[src/rtl/vt_seq_detect_pkg.sv]
// ============================================================================
// Module   : vt_seq_detect_pkg
// Purpose  : Shared mode encodings and helpers for the parametrised
//            serial bit-pattern detector.
// Revision : 1.0 - initial release
// ============================================================================
`default_nettype none

package vt_seq_detect_pkg;

  // Runtime detection modes
  typedef enum logic [1:0] {
    MODE_FRAMED     = 2'd0,
    MODE_SLIDE_NOVL = 2'd1,
    MODE_SLIDE_OVL  = 2'd2
  } mode_e;

  // Encoding 3 is not a distinct mode; it behaves as sliding-overlap
  function automatic mode_e map_mode(input logic [1:0] raw);
    mode_e m;
    case (raw)
      2'd0:    m = MODE_FRAMED;
      2'd1:    m = MODE_SLIDE_NOVL;
      default: m = MODE_SLIDE_OVL;
    endcase
    return m;
  endfunction

endpackage

`default_nettype wire

[src/rtl/vt_seq_detect_param_if.sv]
// ============================================================================
// Module   : vt_seq_detect_param_if
// Purpose  : Serial-input / match-report bundle for vt_seq_detect_param.
//            master = bit source / result consumer, slave = detector.
// Revision : 1.0 - initial release
// ============================================================================
`default_nettype none

interface vt_seq_detect_param_if #(
  parameter int CNT_W = 8
);
  logic             i_en;
  logic             i_SI;
  logic [1:0]       i_mode;
  logic             i_clr_cnt;
  logic             o_f;
  logic [CNT_W-1:0] o_match_cnt;
  logic             o_cnt_sat;

  modport master (
    output i_en, i_SI, i_mode, i_clr_cnt,
    input  o_f, o_match_cnt, o_cnt_sat
  );

  modport slave (
    input  i_en, i_SI, i_mode, i_clr_cnt,
    output o_f, o_match_cnt, o_cnt_sat
  );
endinterface

`default_nettype wire

[src/rtl/vt_sat_counter.sv]
// ============================================================================
// Module   : vt_sat_counter
// Purpose  : Saturating up-counter with synchronous clear (clear wins over
//            increment) and a registered all-ones flag.
// Revision : 1.0 - initial release
// ============================================================================
`default_nettype none

module vt_sat_counter #(
  parameter int CNT_W = 8
) (
  input  logic             i_clk,
  input  logic             i_rst_n,
  input  logic             i_inc,
  input  logic             i_clr,
  output logic [CNT_W-1:0] o_cnt,
  output logic             o_sat
);

  logic [CNT_W-1:0] r_cnt;
  logic             r_sat;
  logic [CNT_W-1:0] w_cnt_nxt;

  // Next count: clear has priority, increments stop at all-ones
  always_comb begin
    w_cnt_nxt = r_cnt;
    if (i_clr) begin
      w_cnt_nxt = '0;
    end else if (i_inc && !(&r_cnt)) begin
      w_cnt_nxt = r_cnt + 1'b1;
    end
  end

  // Count and saturation flag are both taken from the next value
  always_ff @(posedge i_clk or negedge i_rst_n) begin
    if (!i_rst_n) begin
      r_cnt <= '0;
      r_sat <= 1'b0;
    end else begin
      r_cnt <= w_cnt_nxt;
      r_sat <= &w_cnt_nxt;
    end
  end

  assign o_cnt = r_cnt;
  assign o_sat = r_sat;

endmodule

`default_nettype wire

[src/rtl/vt_seq_detect_param.sv]
// ============================================================================
// Module   : vt_seq_detect_param
// Purpose  : Parametrised serial pattern detector with framed, sliding
//            non-overlapping and sliding overlapping modes, a bit-valid
//            qualifier and a saturating match counter.
// Revision : 1.0 - initial release
// ============================================================================
`default_nettype none

module vt_seq_detect_param
  import vt_seq_detect_pkg::*;
#(
  parameter int                 SEQ_LEN = 6,
  parameter logic [SEQ_LEN-1:0] PATTERN = 6'b100110,
  parameter int                 CNT_W   = 8
) (
  input  logic                  i_clk,
  input  logic                  i_rst_n,
  vt_seq_detect_param_if.slave  bus
);

  localparam int           C_PW   = $clog2(SEQ_LEN);
  localparam logic [C_PW-1:0] C_LAST = C_PW'(SEQ_LEN - 1);

  // Only the last SEQ_LEN-1 bits are kept; the live input completes the window
  logic [SEQ_LEN-2:0] r_hist;
  logic [C_PW-1:0]    r_fill;
  logic [C_PW-1:0]    r_frame;
  mode_e              r_mode;

  mode_e              w_mode;
  logic               w_mode_chg;
  logic [SEQ_LEN-1:0] w_win;
  logic               w_armed;
  logic               w_hit;

  assign w_mode     = map_mode(bus.i_mode);
  assign w_mode_chg = (w_mode != r_mode);
  assign w_win      = {r_hist, bus.i_SI};

  // Enough aligned/fresh bits have been seen for the window to be judged
  assign w_armed = (r_mode == MODE_FRAMED) ? (r_frame == C_LAST)
                                           : (r_fill  == C_LAST);

  // Mealy match: suppressed in the cycle a mode change is seen
  assign w_hit = bus.i_en && !w_mode_chg && w_armed && (w_win == PATTERN);
  assign bus.o_f = w_hit;

  // Registered mode follows the (mapped) input every cycle
  always_ff @(posedge i_clk or negedge i_rst_n) begin
    if (!i_rst_n) begin
      r_mode <= MODE_FRAMED;
    end else begin
      r_mode <= w_mode;
    end
  end

  // History shifts on every valid bit, even across a mode change
  always_ff @(posedge i_clk or negedge i_rst_n) begin
    if (!i_rst_n) begin
      r_hist <= '0;
    end else if (bus.i_en) begin
      r_hist <= w_win[SEQ_LEN-2:0];
    end
  end

  // Frame and fill counters; a mode change restarts both so stale history is not trusted
  always_ff @(posedge i_clk or negedge i_rst_n) begin
    if (!i_rst_n) begin
      r_fill  <= '0;
      r_frame <= '0;
    end else if (w_mode_chg) begin
      r_fill  <= '0;
      r_frame <= '0;
    end else if (bus.i_en) begin
      r_frame <= (r_frame == C_LAST) ? '0 : r_frame + 1'b1;
      if ((r_mode == MODE_SLIDE_NOVL) && w_hit) begin
        r_fill <= '0;
      end else if (r_fill != C_LAST) begin
        r_fill <= r_fill + 1'b1;
      end
    end
  end

  vt_sat_counter #(
    .CNT_W (CNT_W)
  ) u_match_cnt (
    .i_clk   (i_clk),
    .i_rst_n (i_rst_n),
    .i_inc   (w_hit),
    .i_clr   (bus.i_clr_cnt),
    .o_cnt   (bus.o_match_cnt),
    .o_sat   (bus.o_cnt_sat)
  );

endmodule

`default_nettype wire

[src/flat_wrapper.sv]
// flat-port wrapper written by rule: the top's interface ports become plain ports
module vt_seq_detect_param_flat import vt_seq_detect_pkg::*;
#(
  parameter int                 SEQ_LEN = 6,
  parameter logic [SEQ_LEN-1:0] PATTERN = 6'b100110,
  parameter int                 CNT_W   = 8
)
  (i_clk, i_rst_n, bus_i_en, bus_i_SI, bus_i_mode, bus_i_clr_cnt, bus_o_f, bus_o_match_cnt, bus_o_cnt_sat);
  vt_seq_detect_param_if #(.CNT_W(CNT_W)) bus_i ();
  input  logic i_clk;
  input  logic i_rst_n;
  input wire logic [$bits(bus_i.i_en)-1:0] bus_i_en;
  input wire logic [$bits(bus_i.i_SI)-1:0] bus_i_SI;
  input wire logic [$bits(bus_i.i_mode)-1:0] bus_i_mode;
  input wire logic [$bits(bus_i.i_clr_cnt)-1:0] bus_i_clr_cnt;
  output wire logic [$bits(bus_i.o_f)-1:0] bus_o_f;
  output wire logic [$bits(bus_i.o_match_cnt)-1:0] bus_o_match_cnt;
  output wire logic [$bits(bus_i.o_cnt_sat)-1:0] bus_o_cnt_sat;
  assign bus_i.i_en = bus_i_en;
  assign bus_i.i_SI = bus_i_SI;
  assign bus_i.i_mode = bus_i_mode;
  assign bus_i.i_clr_cnt = bus_i_clr_cnt;
  assign bus_o_f = bus_i.o_f;
  assign bus_o_match_cnt = bus_i.o_match_cnt;
  assign bus_o_cnt_sat = bus_i.o_cnt_sat;
  vt_seq_detect_param #(.SEQ_LEN(SEQ_LEN), .PATTERN(PATTERN), .CNT_W(CNT_W)) u_core (.i_clk(i_clk), .i_rst_n(i_rst_n), .bus(bus_i));
endmodule
[config.mk]
export PLATFORM = sky130hd
export DESIGN_NAME = vt_seq_detect_param_flat
export DESIGN_NICKNAME = d
export VERILOG_FILES = /design/src/rtl/vt_seq_detect_pkg.sv /design/src/rtl/vt_seq_detect_param_if.sv /design/src/rtl/vt_sat_counter.sv /design/src/rtl/vt_seq_detect_param.sv /design/src/flat_wrapper.sv
export SDC_FILE = /design/constraint.sdc
export NUM_CORES = 1
export LEC_CHECK = 0
export BUFFER_PORTS_ARGS = -buffer_cell sky130_fd_sc_hd__buf_4
export CAP_MARGIN = 20
export CORE_MARGIN = 3
export CORE_UTILIZATION = 35
export DETAILED_ROUTE_END_ITERATION = 10
export GPL_TIMING_DRIVEN = 0
export SLEW_MARGIN = 10
export SYNTH_ARGS = -nofsm -noshare
export SYNTH_HDL_FRONTEND = slang
export SYNTH_HIERARCHICAL = 1
export SYNTH_SLANG_ARGS = --single-unit
[constraint.sdc]
create_clock -name i_clk -period 3.49 [get_ports i_clk]
set_input_delay 0.1745 -clock i_clk [delete_from_list [all_inputs] [get_ports i_clk]]
set_output_delay 0.1745 -clock i_clk [all_outputs]
set_load 0.005 [all_outputs]
After elaboration in Yosys (flattened, before gate mapping)
Cells that the tools add are included.
{"block": "totals", "register_bits": 22, "inputBits": 7, "output_inout_bits": 10, "word_cells": 41}
{"block": "op_classes", "add_sub_neg": 3, "n_eq_ne": 7, "mux": 11, "reduce_logical": 14}
{"cell": "2-to-1 mux 3 bit", "n": 7}
{"cell": "2-to-1 mux 8 bit", "n": 2}
{"cell": "AND reduction 8 bit", "n": 2}
{"cell": "adder 8 x 1 -> 8 bit (second input constant)", "n": 1}
{"cell": "adder 3 x 1 -> 3 bit (second input constant)", "n": 2}
{"cell": "equality test 3 bit (second input constant)", "n": 2}
{"cell": "equality test 6 bit (second input constant)", "n": 1}
{"cell": "logical AND 1 bit", "n": 5}
{"cell": "equality test 2 x 1 -> 1 bit (second input constant)", "n": 2}
{"cell": "logical NOT 2 bit", "n": 2}
{"cell": "case mux 2 bit (2 select lines)", "n": 1}
{"cell": "!= test 3 bit (second input constant)", "n": 1}
{"cell": "nonzero test 3 bit", "n": 1}
{"cell": "logical NOT 1 bit", "n": 2}
{"cell": "!= test 2 bit", "n": 1}
{"cell": "AND reduction 2 bit", "n": 1}
{"cell": "nonzero test 2 bit", "n": 1}
{"cell": "2-to-1 mux 1 bit", "n": 1}

Longest topological paths before layout
{"block": "depth", "ltp_word": 11, "depth_mapped": 11, "depth_no_buf": 11}

Modules after synthesis
The synthesis kept the hierarchy.
{"module": "vt_seq_detect_param", "instances": 1, "cells_each": 61, "area_each_um2": 653.1, "seq_area_each_um2": 325.3}
{"module": "vt_sat_counter", "instances": 1, "cells_each": 51, "area_each_um2": 529.3, "seq_area_each_um2": 225.2}

Least setup slack after synthesis
Ideal clock, no wire load.
{"block": "synth_timing", "path_kind": "reg2reg", "start": "register u_core.r_fill[1]", "end": "register u_core.u_match_cnt.r_sat (netlist: u_core/u_match_cnt/o_sat)", "setup_time_ns": 0.096, "arrival_time_ns": 2.274, "t_required_ns": 3.394, "slack_ns": 1.120, "stages_incl_launch_ff": 11, "path_buffers": 0, "synth_period_minus_slack_ns": 2.370, "path_cell_list": "dfrtp_1 inv_1 ha_1 nand2_1 nor2_1 a41oi_1 nor3_1 and4_1 nand3_1 mux2i_1 nor4_2"}
{"block": "synth_via", "elab_chain_cells": 8}
{"item": "start, declared", "line": "vt_seq_detect_param.sv:27", "rtl": "logic [C_PW-1:0] r_fill;"}
{"item": "start signal, assigned", "line": "vt_seq_detect_param.sv:80", "rtl": "r_fill <= r_fill + 1'b1;"}
{"item": "equality test 3 bit", "line": "vt_seq_detect_param.sv:43", "rtl": ": (r_fill == C_LAST);"}
{"item": "2-to-1 mux 1 bit", "line": "vt_seq_detect_param.sv:42", "rtl": "assign w_armed = (r_mode == MODE_FRAMED) ? (r_frame == C_LAST)"}
{"item": "logical AND 1 bit (2 in series)", "line": "vt_seq_detect_param.sv:46", "rtl": "assign w_hit = bus.i_en && !w_mode_chg && w_armed && (w_win == PATTERN);"}
{"item": "net bus_o_f", "line": "flat_wrapper.sv:16", "rtl": "output wire logic [$bits(bus_i.o_f)-1:0] bus_o_f;"}
{"item": "logical AND 1 bit", "line": "vt_sat_counter.sv:29", "rtl": "end else if (i_inc && !(&r_cnt)) begin"}
{"item": "2-to-1 mux 8 bit", "line": "vt_sat_counter.sv:29"}
{"item": "2-to-1 mux 8 bit", "line": "vt_sat_counter.sv:27", "rtl": "if (i_clr) begin"}
{"item": "AND reduction 8 bit", "line": "vt_sat_counter.sv:41", "rtl": "r_sat <= &w_cnt_nxt;"}
{"item": "end signal, assigned", "line": "vt_sat_counter.sv:41"}
{"item": "end, declared", "line": "vt_sat_counter.sv:21", "rtl": "logic r_sat;"}
The timed path passes the listed nets, and every way through them passes these cells.
A chain may end at the register's enable or synchronous reset.

Final worst setup path
{"block": "layout_timing", "start": "register u_core.r_hist[2]", "end": "register u_core.u_match_cnt.r_sat (netlist: u_core/u_match_cnt/o_sat)"}
{"block": "layout_via", "elab_chain_cells": 6}
{"item": "start, declared", "line": "vt_seq_detect_param.sv:26", "rtl": "logic [SEQ_LEN-2:0] r_hist;"}
{"item": "start signal, assigned", "line": "vt_seq_detect_param.sv:63", "rtl": "r_hist <= w_win[SEQ_LEN-2:0];"}
{"item": "equality test 6 bit", "line": "vt_seq_detect_param.sv:46"}
{"item": "logical AND 1 bit", "line": "vt_seq_detect_param.sv:46"}
{"item": "logical AND 1 bit", "line": "vt_sat_counter.sv:29"}
{"item": "2-to-1 mux 8 bit", "line": "vt_sat_counter.sv:29"}
{"item": "2-to-1 mux 8 bit", "line": "vt_sat_counter.sv:27"}
{"item": "AND reduction 8 bit", "line": "vt_sat_counter.sv:41"}
No other way between the ends.

==> impl_results.rst <==
.. list-table::
   :header-rows: 1

   * - Metric
     - Value
   * - Number of DRC markers after the initial detailed-route iteration
     - 64
   * - Unrepaired setup endpoints after global routing
     - no
   * - Area Growth Syn to Fin
     - 18.1%
   * - Power after layout
     - 0.472 mW
   * - Residual antenna-violating net count after detailed routing
     - 0
   * - Classification of the worst-slack hold path
     - in2reg
   * - Initial Utilization
     - 0.378
   * - Critical Path End Type
     - flip-flop
   * - Met1 track utilization from global routing
     - 0.153
   * - Mapped Nets
     - roughly 120
   * - Port Buffers
     - 15
   * - Proportion of netlist area held by the largest area contributor
     - 0.466
   * - Number of buffers on the longest clock path
     - 2
   * - RR Startpoint
     - u_core/r_hist[2]
   * - Global routing usage on met2
     - 0.218
   * - DIE HEIGHT
     - 64.1 µm
   * - Residual overflow from global routing
     - 0
   * - Count of flip-flops with a built-in enable after synthesis
     - 0
   * - Final critical path time including I/O delays and setup
     - 2.84 ns
   * - Clock slew at the register clock pins of the worst setup and hold paths
     - 0.12 ns
   * - Top Usage Layer GRT
     - met2
   * - Max Transition Viols Final
     - 0
   * - Class of the most critical setup path
     - reg2reg
   * - Die footprint
     - between 4000 and 5000 µm²
   * - Post-synth top cells
     - 22 x sky130_fd_sc_hd__dfrtp_1, 12 x sky130_fd_sc_hd__nor2_1, 8 x sky130_fd_sc_hd__nor3_1
   * - CTS tree
     - built
   * - Final period utilization
     - 0.814
   * - Cell depth of the worst min-delay path
     - 2
   * - Sequential cell area fraction in the yosys report
     - 0.466
   * - Static leakage power
     - ~0.59 nW
   * - Number of distinct library cells after synthesis
     - 38
   * - First-pass GRT wire length
     - 4140 µm
   * - Final hold violation count
     - 0
   * - Capture endpoint of the worst hold path
     - u_core/r_mode[0]
   * - Achievable frequency
     - 352 MHz
   * - Num rows
     - 20
   * - Transition time of the tightest slew-check pin
     - roughly 0.86 ns
   * - Residual DRC count
     - 0
   * - Post-synth design cell area
     - 1180 µm²
   * - Final clock skew
     - a little over 0.004 ns
   * - Commonest register cell after synthesis
     - sky130_fd_sc_hd__dfrtp_1
   * - Via-per-instance ratio
     - 5.30
   * - Level count of the clock H-tree
     - 1
   * - Number of nets in the layout
     - roughly 140
   * - Synth async-reset ratio
     - 1.00
   * - Most area-consuming cells after synthesis
     - sky130_fd_sc_hd__dfrtp_1 47%, sky130_fd_sc_hd__mux2_2 4.8%, sky130_fd_sc_hd__nor2_1 3.8%
   * - Worst reg2reg endpoint
     - u_core/u_match_cnt/o_sat
   * - Flop and latch count out of synthesis
     - 22
   * - Largest area contributor in the synthesized netlist
     - sky130_fd_sc_hd__dfrtp_1
   * - Chip width
     - 64.1 µm
   * - Sum of routed wire length over all layers
     - around 2400 µm
   * - Postcts setup bufs
     - 0
   * - Synthesized instance count
     - 112
   * - Via Count
     - just over 900
   * - Antenna cell count
     - 0
   * - DP Wirelength
     - approximately 1700 µm
   * - Pre-Repair DR Iteration Count
     - 4
   * - Type of origin of the critical path
     - flip-flop
   * - Most common cell in the netlist
     - sky130_fd_sc_hd__dfrtp_1
   * - Number of setup violations in the final report
     - 0
   * - Met3 layer usage reported by global route
     - 0.0404
   * - Core occupancy in the finished layout
     - 0.446
   * - Number of antenna violations at the first check in global routing
     - 0
   * - Fraction of layout cells with a size suffix above 1
     - 0.250
   * - Number of global-route vias before repair
     - 948
   * - Hold_sp
     - bus_i_mode[1]
   * - Count of cells along the worst register-to-register path
     - 8
   * - Critical path data arrival time
     - ~3 ns
   * - Result of the run
     - finished, final reports clean
   * - Clk sinks
     - 22
   * - Biggest fanout along the worst timing path
     - 7
   * - Peak ir drop on the vdd network
     - approximately 0.17 mV
   * - Power density over the cells
     - 338 nW/µm²
   * - Core region area
     - 3130 µm²
   * - Synth Warn #
     - 6
   * - Worst setup slack for register-to-register paths
     - 0.65 ns
   * - Max_cap viols
     - 0
   * - Worst Path Required
     - 3.70 ns
   * - Setup TNS
     - 0 ns
   * - Post-DR wirelength/cell
     - 13.5 µm
   * - Normalized max-slew margin
     - 0.422
   * - Io pins
     - 17
   * - Routability cong.
     - 0.827
   * - Overall fraction of global-route tracks in use
     - 0.126
   * - CTS root buf
     - sky130_fd_sc_hd__clkbuf_4
   * - Fillers
     - 304
   * - Avg Cell Area, Syn
     - 10.6 µm²
   * - TritonCTS Buffers
     - 3
   * - Largest net degree at the start of global routing
     - 23
   * - Skew-Pair Late Insertion Delay
     - 0.31 ns
==> layout make-up <==
cell class,count,area [µm²],area share
multi-input cells,83,576,0.412
flip-flops and latches,22,551,0.394
repair buffers,16,123,0.0878
well taps,44,55.1,0.0394
plain buffers,3,41.3,0.0296
clock buffers,4,36.3,0.0260
inverters,4,15.0,0.0108
==> layout by cell type (no fill, tap or decap), types with 2 or more instances in the layout <==
master,instances
sky130_fd_sc_hd__a211oi_2,2
sky130_fd_sc_hd__a21oi_1,7
sky130_fd_sc_hd__a31oi_1,3
sky130_fd_sc_hd__a41oi_1,2
sky130_fd_sc_hd__and4_1,2
sky130_fd_sc_hd__buf_4,15
sky130_fd_sc_hd__clkbuf_4,3
sky130_fd_sc_hd__dfrtp_1,22
sky130_fd_sc_hd__ha_1,3
sky130_fd_sc_hd__inv_1,4
sky130_fd_sc_hd__mux2_2,5
sky130_fd_sc_hd__mux2i_1,3
sky130_fd_sc_hd__nand2_1,6
sky130_fd_sc_hd__nand3_1,5
sky130_fd_sc_hd__nand4_1,3
sky130_fd_sc_hd__nor2_1,12
sky130_fd_sc_hd__nor2b_1,2
sky130_fd_sc_hd__nor3_1,8
sky130_fd_sc_hd__xor2_1,2
==> metrics by stage <==
step	hold WS [ns]	instances	setup slack (ns)	area, µm²
final	0.0360	176	0.648	1400
after global routing	0.00904	176	0.395	1400
after CTS	0.0194	176	0.654	1400
after detailed placement	0.0819	171	0.701	1350
after global placement	0.0845	171	0.736	1350
after floorplan	-0.121	112	1.12	1180
==> flip-flops by register name (all words and copies together) (netlist names) <==
register and count:
u_core/r_frame 3, u_core/u_match_cnt/o_sat 1, u_core/r_mode 2, u_core/u_match_cnt/o_cnt 8, u_core/r_fill 3, u_core/r_hist 5
==> cells by family after synthesis <==
| family | count (synthesis) | synth area share |
|---|---|---|
| adder cells (fa/ha/maj) | 3 | 0.0317 |
| buffers and inverters | 7 | 0.0476 |
| multiplexers | 8 | 0.0730 |
| flip-flops | 22 | 0.466 |
| AND/OR/NAND/NOR | 48 | 0.230 |
| XOR/XNOR | 3 | 0.0222 |
| AO/OA/AOI/OAI | 21 | 0.130 |
==> worst max-delay path, stage by stage, from the launching register on <==
cell	delay (ns)
sky130_fd_sc_hd__dfrtp_1	0.41
sky130_fd_sc_hd__nor4bb_1	0.33
sky130_fd_sc_hd__nand4b_1	0.25
sky130_fd_sc_hd__nor3_1	0.76
sky130_fd_sc_hd__and4_1	0.40
sky130_fd_sc_hd__nor2_1	0.06
sky130_fd_sc_hd__nor2_1	0.15
sky130_fd_sc_hd__o211ai_1	0.14
sky130_fd_sc_hd__nor4_2	0.25
==> per-layer routing <==
| layer | share of wire | wire [µm] | vias to the layer above |
|---|---|---|---|
| met5 | 0 | 0 | - |
| met4 | 0.0059 | 14 | 0 |
| met3 | 0.038 | 90 | 2 |
| met2 | 0.49 | 1160 | 19 |
| met1 | 0.47 | 1110 | 453 |
| li1 | - | - | 458 |
==> worst max-delay path by stage <==
| stage | start | end | slack [ns] |
|---|---|---|---|
| after global placement | u_core/r_hist[2] | u_core/u_match_cnt/o_sat | 0.74 |
| after CTS | u_core/r_hist[2] | u_core/u_match_cnt/o_sat | 0.65 |
| final | u_core/r_hist[2] | u_core/u_match_cnt/o_sat | 0.65 |
| after global routing | u_core/r_hist[2] | u_core/u_match_cnt/o_sat | 0.40 |
| after detailed placement | u_core/r_hist[2] | u_core/u_match_cnt/o_sat | 0.70 |
| after floorplan | u_core/r_fill[1] | u_core/u_match_cnt/o_sat | 1.12 |
==> report_power, final <==
group          leakage, nW  switching, mW  total (mW)  internal, mW
logic                0.277         0.0228      0.0508        0.0280
registers            0.292         0.0116       0.281         0.270
clock network       0.0210         0.0765       0.140        0.0637
==> repair_timing <==
action,4_1_cts,5_1_grt
hold buffers,1,0
resized for setup,0,0
endpoints found under the hold margin,22,0
setup endpoints to repair,0,0
Power figures use the tool's default switching activity.
